===== src/rtl/dcache_victim_buffer.sv =====
// Victim buffer between the dcache and memory: queues dirty evicted lines, merges
// re-evictions of a queued line, drains them as BUS_STORE and answers load-miss probes.
`ifndef DATA_SIZE
`define DATA_SIZE 64
`endif
`ifndef NUM_MEM_TAGS
`define NUM_MEM_TAGS 15
`endif

package dcache_victim_buffer_pkg;
    typedef enum logic [1:0] {
        BUS_NONE    = 2'h0,
        BUS_LOAD    = 2'h1,
        BUS_STORE   = 2'h2,
        BUS_INVALID = 2'h3
    } BUS_COMMAND;

    typedef enum logic [1:0] {
        VB_IDLE  = 2'h0,
        VB_ISSUE = 2'h1,
        VB_HOLD  = 2'h2
    } vb_state_e;
endpackage

module dcache_victim_buffer
    import dcache_victim_buffer_pkg::*;
#(
    parameter int VB_DEPTH  = 4,
    parameter int DATA_SIZE = `DATA_SIZE
) (
    input  logic                              clock,
    input  logic                              reset,
    input  logic                              evict_en,
    input  logic [31:0]                       evict_addr,
    input  logic [DATA_SIZE-1:0]              evict_data,
    input  logic                              bus_busy,
    input  logic [$clog2(`NUM_MEM_TAGS)-1:0]  mem2proc_response,
    input  logic                              lookup_en,
    input  logic [31:0]                       lookup_addr,
    output BUS_COMMAND                        proc2mem_command,
    output logic [31:0]                       proc2mem_addr,
    output logic [DATA_SIZE-1:0]              proc2mem_data,
    output logic                              full,
    output logic                              empty,
    output logic [$clog2(VB_DEPTH):0]         count,
    output logic                              lookup_hit,
    output logic [DATA_SIZE-1:0]              lookup_data,
    output logic                              overflow,
    output logic [1:0]                        state_dbg
);

    localparam int PW = $clog2(VB_DEPTH);
    localparam logic [PW:0] DEPTH_CNT = VB_DEPTH[PW:0];

    vb_state_e            state_q, state_d;
    logic [PW-1:0]        head_q, head_d;
    logic [PW-1:0]        tail_q, tail_d;
    logic [PW:0]          count_q, count_d;
    logic                 overflow_q, overflow_d;
    logic                 valid_q [VB_DEPTH];
    logic                 valid_d [VB_DEPTH];
    logic [28:0]          tag_q   [VB_DEPTH];
    logic [28:0]          tag_d   [VB_DEPTH];
    logic [DATA_SIZE-1:0] data_q  [VB_DEPTH];
    logic [DATA_SIZE-1:0] data_d  [VB_DEPTH];

    logic                 store_out;
    logic                 pop;
    logic                 coal_hit;
    logic [PW-1:0]        coal_idx;
    logic                 alloc;
    logic                 drop;
    logic                 full_w;
    logic [5:0]           unused_addr_bits;

    assign unused_addr_bits = {evict_addr[2:0], lookup_addr[2:0]};

    // Bus handshake: a store is offered while proc2mem_command is BUS_STORE and is
    // taken in the same cycle iff mem2proc_response != 0; otherwise it is re-offered unchanged.
    assign store_out = (state_q == VB_ISSUE) && !bus_busy;
    assign pop       = store_out && (mem2proc_response != '0);
    assign full_w    = (count_q == DEPTH_CNT);

    always_comb begin
        coal_hit = 1'b0;
        coal_idx = '0;
        for (int i = 0; i < VB_DEPTH; i++) begin
            if (valid_q[i] && (tag_q[i] == evict_addr[31:3]) &&
                !(pop && (PW'(i) == head_q))) begin
                coal_hit = 1'b1;
                coal_idx = PW'(i);
            end
        end
    end

    // A full buffer refuses new lines even if the head leaves in the same cycle.
    assign alloc = evict_en && !coal_hit && !full_w;
    assign drop  = evict_en && !coal_hit && full_w;

    always_comb begin
        head_d     = head_q;
        tail_d     = tail_q;
        overflow_d = overflow_q | drop;
        count_d    = count_q + {{PW{1'b0}}, alloc} - {{PW{1'b0}}, pop};
        for (int i = 0; i < VB_DEPTH; i++) begin
            valid_d[i] = valid_q[i];
            tag_d[i]   = tag_q[i];
            data_d[i]  = data_q[i];
        end
        if (pop) begin
            valid_d[head_q] = 1'b0;
            head_d          = head_q + PW'(1);
        end
        if (evict_en && coal_hit) begin
            data_d[coal_idx] = evict_data;
        end else if (alloc) begin
            valid_d[tail_q] = 1'b1;
            tag_d[tail_q]   = evict_addr[31:3];
            data_d[tail_q]  = evict_data;
            tail_d          = tail_q + PW'(1);
        end
    end

    always_ff @(posedge clock or posedge reset) begin
        if (reset) begin
            state_q <= VB_IDLE;
        end else begin
            state_q <= state_d;
        end
    end

    always_comb begin
        state_d = state_q;
        case (state_q)
            VB_IDLE:  if (alloc) state_d = VB_ISSUE;
            VB_ISSUE: begin
                if (pop && (count_d == '0)) state_d = VB_IDLE;
                else if (bus_busy)          state_d = VB_HOLD;
            end
            VB_HOLD:  if (!bus_busy) state_d = VB_ISSUE;
            default:  state_d = VB_IDLE;
        endcase
    end

    always_comb begin
        proc2mem_command = BUS_NONE;
        proc2mem_addr    = '0;
        proc2mem_data    = '0;
        if (store_out) begin
            proc2mem_command = BUS_STORE;
            proc2mem_addr    = {tag_q[head_q], 3'b000};
            proc2mem_data    = data_q[head_q];
        end
    end

    always_ff @(posedge clock or posedge reset) begin
        if (reset) begin
            head_q     <= '0;
            tail_q     <= '0;
            count_q    <= '0;
            overflow_q <= 1'b0;
            for (int i = 0; i < VB_DEPTH; i++) begin
                valid_q[i] <= 1'b0;
                tag_q[i]   <= '0;
                data_q[i]  <= '0;
            end
        end else begin
            head_q     <= head_d;
            tail_q     <= tail_d;
            count_q    <= count_d;
            overflow_q <= overflow_d;
            for (int i = 0; i < VB_DEPTH; i++) begin
                valid_q[i] <= valid_d[i];
                tag_q[i]   <= tag_d[i];
                data_q[i]  <= data_d[i];
            end
        end
    end

    // Walk oldest to youngest so the youngest matching entry wins.
    always_comb begin
        logic [PW-1:0] idx;
        idx         = '0;
        lookup_hit  = 1'b0;
        lookup_data = '0;
        for (int i = 0; i < VB_DEPTH; i++) begin
            idx = head_q + PW'(i);
            if (lookup_en && ((PW+1)'(i) < count_q) && valid_q[idx] &&
                (tag_q[idx] == lookup_addr[31:3])) begin
                lookup_hit  = 1'b1;
                lookup_data = data_q[idx];
            end
        end
    end

    assign full      = full_w;
    assign empty     = (count_q == '0);
    assign count     = count_q;
    assign overflow  = overflow_q;
    assign state_dbg = state_q;

endmodule


===== config.mk =====
export PLATFORM = sky130hd
export DESIGN_NAME = dcache_victim_buffer
export DESIGN_NICKNAME = d
export VERILOG_FILES = /design/src/rtl/dcache_victim_buffer.sv
export SDC_FILE = /design/constraint.sdc
export NUM_CORES = 2
export LEC_CHECK = 0
export CAP_MARGIN = 40
export CORE_MARGIN = 2
export CORE_UTILIZATION = 55
export CTS_CLUSTER_SIZE = 30
export DETAILED_ROUTE_END_ITERATION = 8
export PLACE_DENSITY_LB_ADDON = 0.15
export SETUP_SLACK_MARGIN = 0.2
export SYNTH_ARGS = -nofsm -noshare
export SYNTH_HDL_FRONTEND = slang
export SYNTH_SLANG_ARGS = --single-unit

===== constraint.sdc =====
create_clock -name clock -period 15.4 [get_ports clock]
set_input_delay 3.08 -clock clock [delete_from_list [all_inputs] [get_ports clock]]
set_output_delay 3.08 -clock clock [all_outputs]
set_load 0.03 [all_outputs]

# --- Word level (Yosys, flattened, before mapping) ---
# Index checks and enable logic that the tools add are counted.
totals:
  wordCells: 190
  out_inout_bits: 171
  ff_bits: 386
  in_bits: 137
classes:
  eq_ne: 17
  n_lt_le_gt_ge: 13
  addsub: 6
  mux: 77
  n_bitwise: 11
  reduce_logical: 49
ops:
  columns: ["cell", "count"]
  rows:
  - ["$mux 64", 15]
  - ["$bmux 64 s2", 4]
  - ["$bwmux 256", 2]
  - ["$mux 256", 2]
  - ["$mux 29", 9]
  - ["$demux 64 s2", 2]
  - ["$bmux 29 s2", 4]
  - ["$eq 29x29->1", 8]
  - ["$bwmux 116", 1]
  - ["$demux 29 s2", 1]
  - ["$logic_and 1x1->1", 34]
  - ["$mux 32", 1]
  - ["$mux 1", 19]
  - ["$ge 3x3->1 const B", 6]
  - ["$not 2->3", 6]
  - ["$mux 2", 7]
  - ["$mux 4", 3]
  - ["$lt 3x1->1 const B", 3]
  - ["$bmux 1 s2", 4]
  - ["$logic_not 1->1", 7]
  - ["$logic_not 3->1", 2]
  - ["$lt 1x3->1 const A", 2]
  - ["$lt 2x3->1 const A", 2]
  - ["$pmux 2 s3", 1]
  - ["other kinds (22)", 28]

# --- Logic depth before layout (Yosys ltp) ---
depth:
  ltp_word: 19
  ltp_mapped: 20
  depth_no_buf: 16

# --- Worst setup path before layout ---
# No wires, ideal clock.
synth_timing:
  kind: "input to output"
  start: "in lookup_addr[31]"
  end: "out lookup_data[53]"
  n_path_buf: 3
  t_required_ns: 12.320
  slack_ns: 6.429
  stages: 10
  arrival_time_ns: 5.891
  cell_sequence: "buf_1 and3_1 or3_1 or4_1 or4_4 buf_6 buf_6 nor3_1 mux2i_1 a22oi_1"
synth_via:
  elab_chain_len: 6
  word_cells_on_any_way: 12
  classes_between: "eq/ne: 4; mux: 4; reduce/logical: 4"
synth_rtl:
  columns: ["item", "line_no", "rtl"]
  rows:
  - ["start, declared", "39", "input logic [31:0] lookup_addr,"]
  - ["$eq 29x29->1", "189", "(tag_q[idx] == lookup_addr[31:3])) begin"]
  - ["$logic_and 1x1->1", "188", "if (lookup_en && ((PW+1)'(i) < count_q) && valid_q[idx] &&"]
  - ["$mux 64 (3 in a row)", "188", null]
  - ["$mux 64 *", "188", null]
  - ["end, declared", "47", "output logic [DATA_SIZE-1:0] lookup_data,"]
# Mark *: on every way between the ends. The rest lies on a longest branch, timed or not.

# --- Worst setup path after layout ---
layout_timing:
  start: "reg head_q[0]"
  end: "out lookup_data[58]"
layout_via:
  elab_chain_len: 10
  word_cells_on_any_way: 59
  classes_between: "add/sub: 3; eq/ne: 4; mux: 40; bitwise: 4; reduce/logical: 8"
layout_rtl:
  columns: ["item", "line_no", "rtl"]
  rows:
  - ["start, declared", "56", "logic [PW-1:0] head_q, head_d;"]
  - ["start signal, assigned", "158", "head_q <= '0;"]
  - ["start signal, assigned", "168", "head_q <= head_d;"]
  - ["$add 2x1->2 or $not 2->3 (tied branches)", null, null]
  - ["$not 2->3 (not written as such), or another cell as far along", "188, 189, 191", null]
  - ["$bmux 29 s2, or another cell as far along", "189", null]
  - ["$mux 29 (not written as such) or $mux 1 (tied branches)", "189, 188", null]
  - ["$mux 29 (not written as such), or another cell as far along", "189", null]
  - ["$eq 29x29->1 or $logic_and 1x1->1 (tied branches)", "189, 188", null]
  - ["$logic_and 1x1->1 or $mux 64 (tied branches)", "188", null]
  - ["$mux 64 (2 in a row)", "188", null]
  - ["$mux 64 *", "188", null]
# Mark *: on every way between the ends. The rest lies on a longest branch, timed or not. The select of a mux whose other input is x is not followed.

==> impl_metrics.json <==
{
  "status": "completed",
  "row_count": 86,
  "cts-root-buf": "clkbuf_16",
  "dieArea_mm2": 0.05770,
  "grt_max_degree": 152,
  "synth_seq_area_share": 0.3148,
  "gr-usage-all-layers": 0.3386,
  "synth_fa_ha_area_frac": 0.005545,
  "sw_frac_of_total": 0.4195,
  "synthMuxAreaShare": 0.4326,
  "routedWlPerCell_um": 28.27,
  "crit_path_max_fanout": 53,
  "highest_layer": "met5",
  "cts_resized": 0,
  "fmax_mhz": 87.59,
  "route.detailed.drc": 0,
  "grt_overflow": 0,
  "post_route_cells_drive_above_1_share": 0.3374,
  "ios": 308,
  "switchingPower_uw": 3471,
  "drt_pass1_iterations": 6,
  "synth_top_area_cell": "dfrtp_1",
  "synthArstFlopShare": 1.000,
  "clk_pin_slew_worst_paths_ps": 60,
  "nets": 2799,
  "syn_to_final_growth_pct": 16.35,
  "clock_latency_ps": 600,
  "met2_length_mm": 47.07,
  "synth_simple_gate_area_share": 0.08456,
  "grt_pass1_wl_mm": 147.4,
  "antenna_left": 0,
  "grt_pass1_vias": 23430,
  "min_path_type": "reg -> reg",
  "finalHoldViolCount": 0,
  "vdd_ir_drop_max_mv": 0.2088,
  "crit_arrival_ps": 8340,
  "p_leak_uw": 0.01428,
  "relSlewSlack": 0.3244,
  "finalInstanceArea_mm2": 0.03571,
  "fin_skew_ps": 24.89,
  "critical_path_class": "reg -> out",
  "numCtsBuffers": 48,
  "place_area_mm2": 0.03413,
  "hold_slack_ps": 486.3,
  "layout_commonest_cell": "dfrtp_1",
  "pwr-share-seq": 0.266,
  "combinationalPowerShare": 0.596,
  "ys_ff_latch": 386,
  "syn-cell-area_mm2": 0.03069,
  "wirelength_met1_mm": 36.58,
  "end_kind": "output port",
  "fin_crit_ps": 11420,
  "pwr_density_cell_mw_per_mm2": 231.8,
  "antenna_found_initial": 11,
  "synth.distinct_cells": 65,
  "vias": 23490,
  "die_x_um": 240.2,
  "synth.area.top_cells": "dfrtp_1 31%, mux4_2 24%, mux2_2 14%",
  "cts_setup_buffers": 0,
  "worst_slew_pin_slew_ps": 1013,
  "maxSlewViolCount": 0,
  "start_kind": "register",
  "instances_no_fill": 3437,
  "required_ps": 12320,
  "wl_met3_mm": 9.171,
  "worst_slack_ps": 3983,
  "cap_violations": 0,
  "finalCritPeriodShare": 0.7414,
  "yosys_warnings": 0,
  "cts_tree": "yes",
  "io_buffers": 297,
  "synth_ff_type": "dfrtp_1",
  "gp_congestion": 1.012,
  "hpwl_mm": 64.83,
  "start_util": 0.5570,
  "routed_via_density": 6.833,
  "syn_area_per_cell_um2": 12.28,
  "rsz0062_at_grt": "false",
  "drt-initial-drc-count": 2176,
  "clock_sinks": 386,
  "wl_mm": 97.18,
  "p_clk_frac": 0.137,
  "synth_top_area_frac": 0.3148,
  "fin_setup_tns_ps": 0,
  "cts.path.max_buffers": 3,
  "layout_common_cells": "384 x dfrtp_1, 378 x mux2_2, 333 x mux4_2",
  "hold_buffers": 0,
  "fp.dieH_um": 240.2,
  "setup_violations": 0,
  "cts_max_level": 2,
  "place_worst_setup_slack_ps": 4327,
  "syn_inst": 2499,
  "core_area_mm2": 0.05509,
  "place_inst": 3347,
  "synth_top_family_by_area": "multiplexers",
  "synthXorXnorAreaFrac": 0.06051,
  "synth_edf_count": 0,
  "synth_compound_gate_area_share": 0.05064,
  "intPower_uw": 4804
}
[Yosys cell counts, types with 69 or more instances]
library cell,number
mux2_2,378
clkbuf_1,127
nand3_1,74
mux2i_1,145
xnor2_1,70
inv_1,85
dfrtp_1,386
a22oi_1,69
nor2_1,83
mux4_2,333
xor2_1,142
o21ai_0,81
[per-stage QoR]
| step | power [uW] | util |
|---|---|---|
| 2_1_floorplan | 5829 | - |
| 3_3_place_gp | 6866 | 0.6139 |
| 3_5_place_dp | 7082 | 0.6195 |
| 4_1_cts | 8246 | 0.6478 |
| 5_1_grt | 8688 | 0.6480 |
| 6_report | 8276 | 0.6481 |
[state kept, by name (all words and copies together), names as in the netlist]
name,flops
state_dbg,2
count,3
overflow,1
head_q,2
tag_q,116
data_q,256
tail_q,2
valid_q,4
[path summary, 6_finish.rpt]
path | startpoint | endpoint | slack, ps | depth (start not counted)
max | head_q[0]$_DFFE_PP0P_ | lookup_data[58] | 3980 | 13
min | overflow$_DFF_PP0_ | overflow$_DFF_PP0_ | 490 | 1
max reg2reg | head_q[1]$_DFFE_PP0P_ | data_q[179]$_DFFE_PP0P_ | 9740 | 16
min reg2reg | overflow$_DFF_PP0_ | overflow$_DFF_PP0_ | 490 | 1
max in group asynchronous | reset | head_q[0]$_DFFE_PP0P_ | 11040 | 3
min in group asynchronous | reset | data_q[116]$_DFFE_PP0P_ | 3000 | 2
[power by group through the flow]
stage,clock network (uW),logic [uW],registers (uW)
5_1_grt,1190,5210,2290
3_3_place_gp,0,4750,2110
2_1_floorplan,0,3890,1940
6_report,1140,4930,2200
3_5_place_dp,0,4890,2190
4_1_cts,1150,4910,2180
[kinds of logic (layout without fill, tap and decap cells)]
logic type | Yosys count | after routing
and+or+nand+nor | 457 | 457
other | 1 | 11
AOI/OAI and AO/OA | 230 | 230
xor gates and xnor gates | 212 | 212
muxes | 859 | 859
adders and majority gates | 13 | 13
buffers and inverters | 341 | 521
DFF | 386 | 386
[layer usage]
metal | track usage | vias to the layer above
met4 | 0.1425 | 12
met3 | 0.07750 | 259
met2 | 0.5462 | 1178
met5 | 0 | -
li1 | - | 9835
met1 | 0.4426 | 12200
[critical path, stage by stage, from the launching register on]
cell             delay (ps)
dfrtp_4                 840
inv_2                   520
ha_4                    860
buf_4                   750
mux4_2                  430
xnor2_1                 260
nand4_1                 240
nor4_4                  340
buf_4                   690
nand2_4                 470
and2_2                  460
buf_4                   380
a22oi_1                 450
clkdlybuf4s50_1         750
[cell type report]
cell class                 count  area [um^2]
tap                          748        935.9
sequential                   386         9667
fill                        4293        19390
clock inverter                17        166.4
timing repair buffer         352         3611
clock buffer                  66         1390
inverter                      86        330.3
multi-input combinational   1775        19590
antenna                        7        17.52
Note: power is estimated with default switching activity, not from simulation.
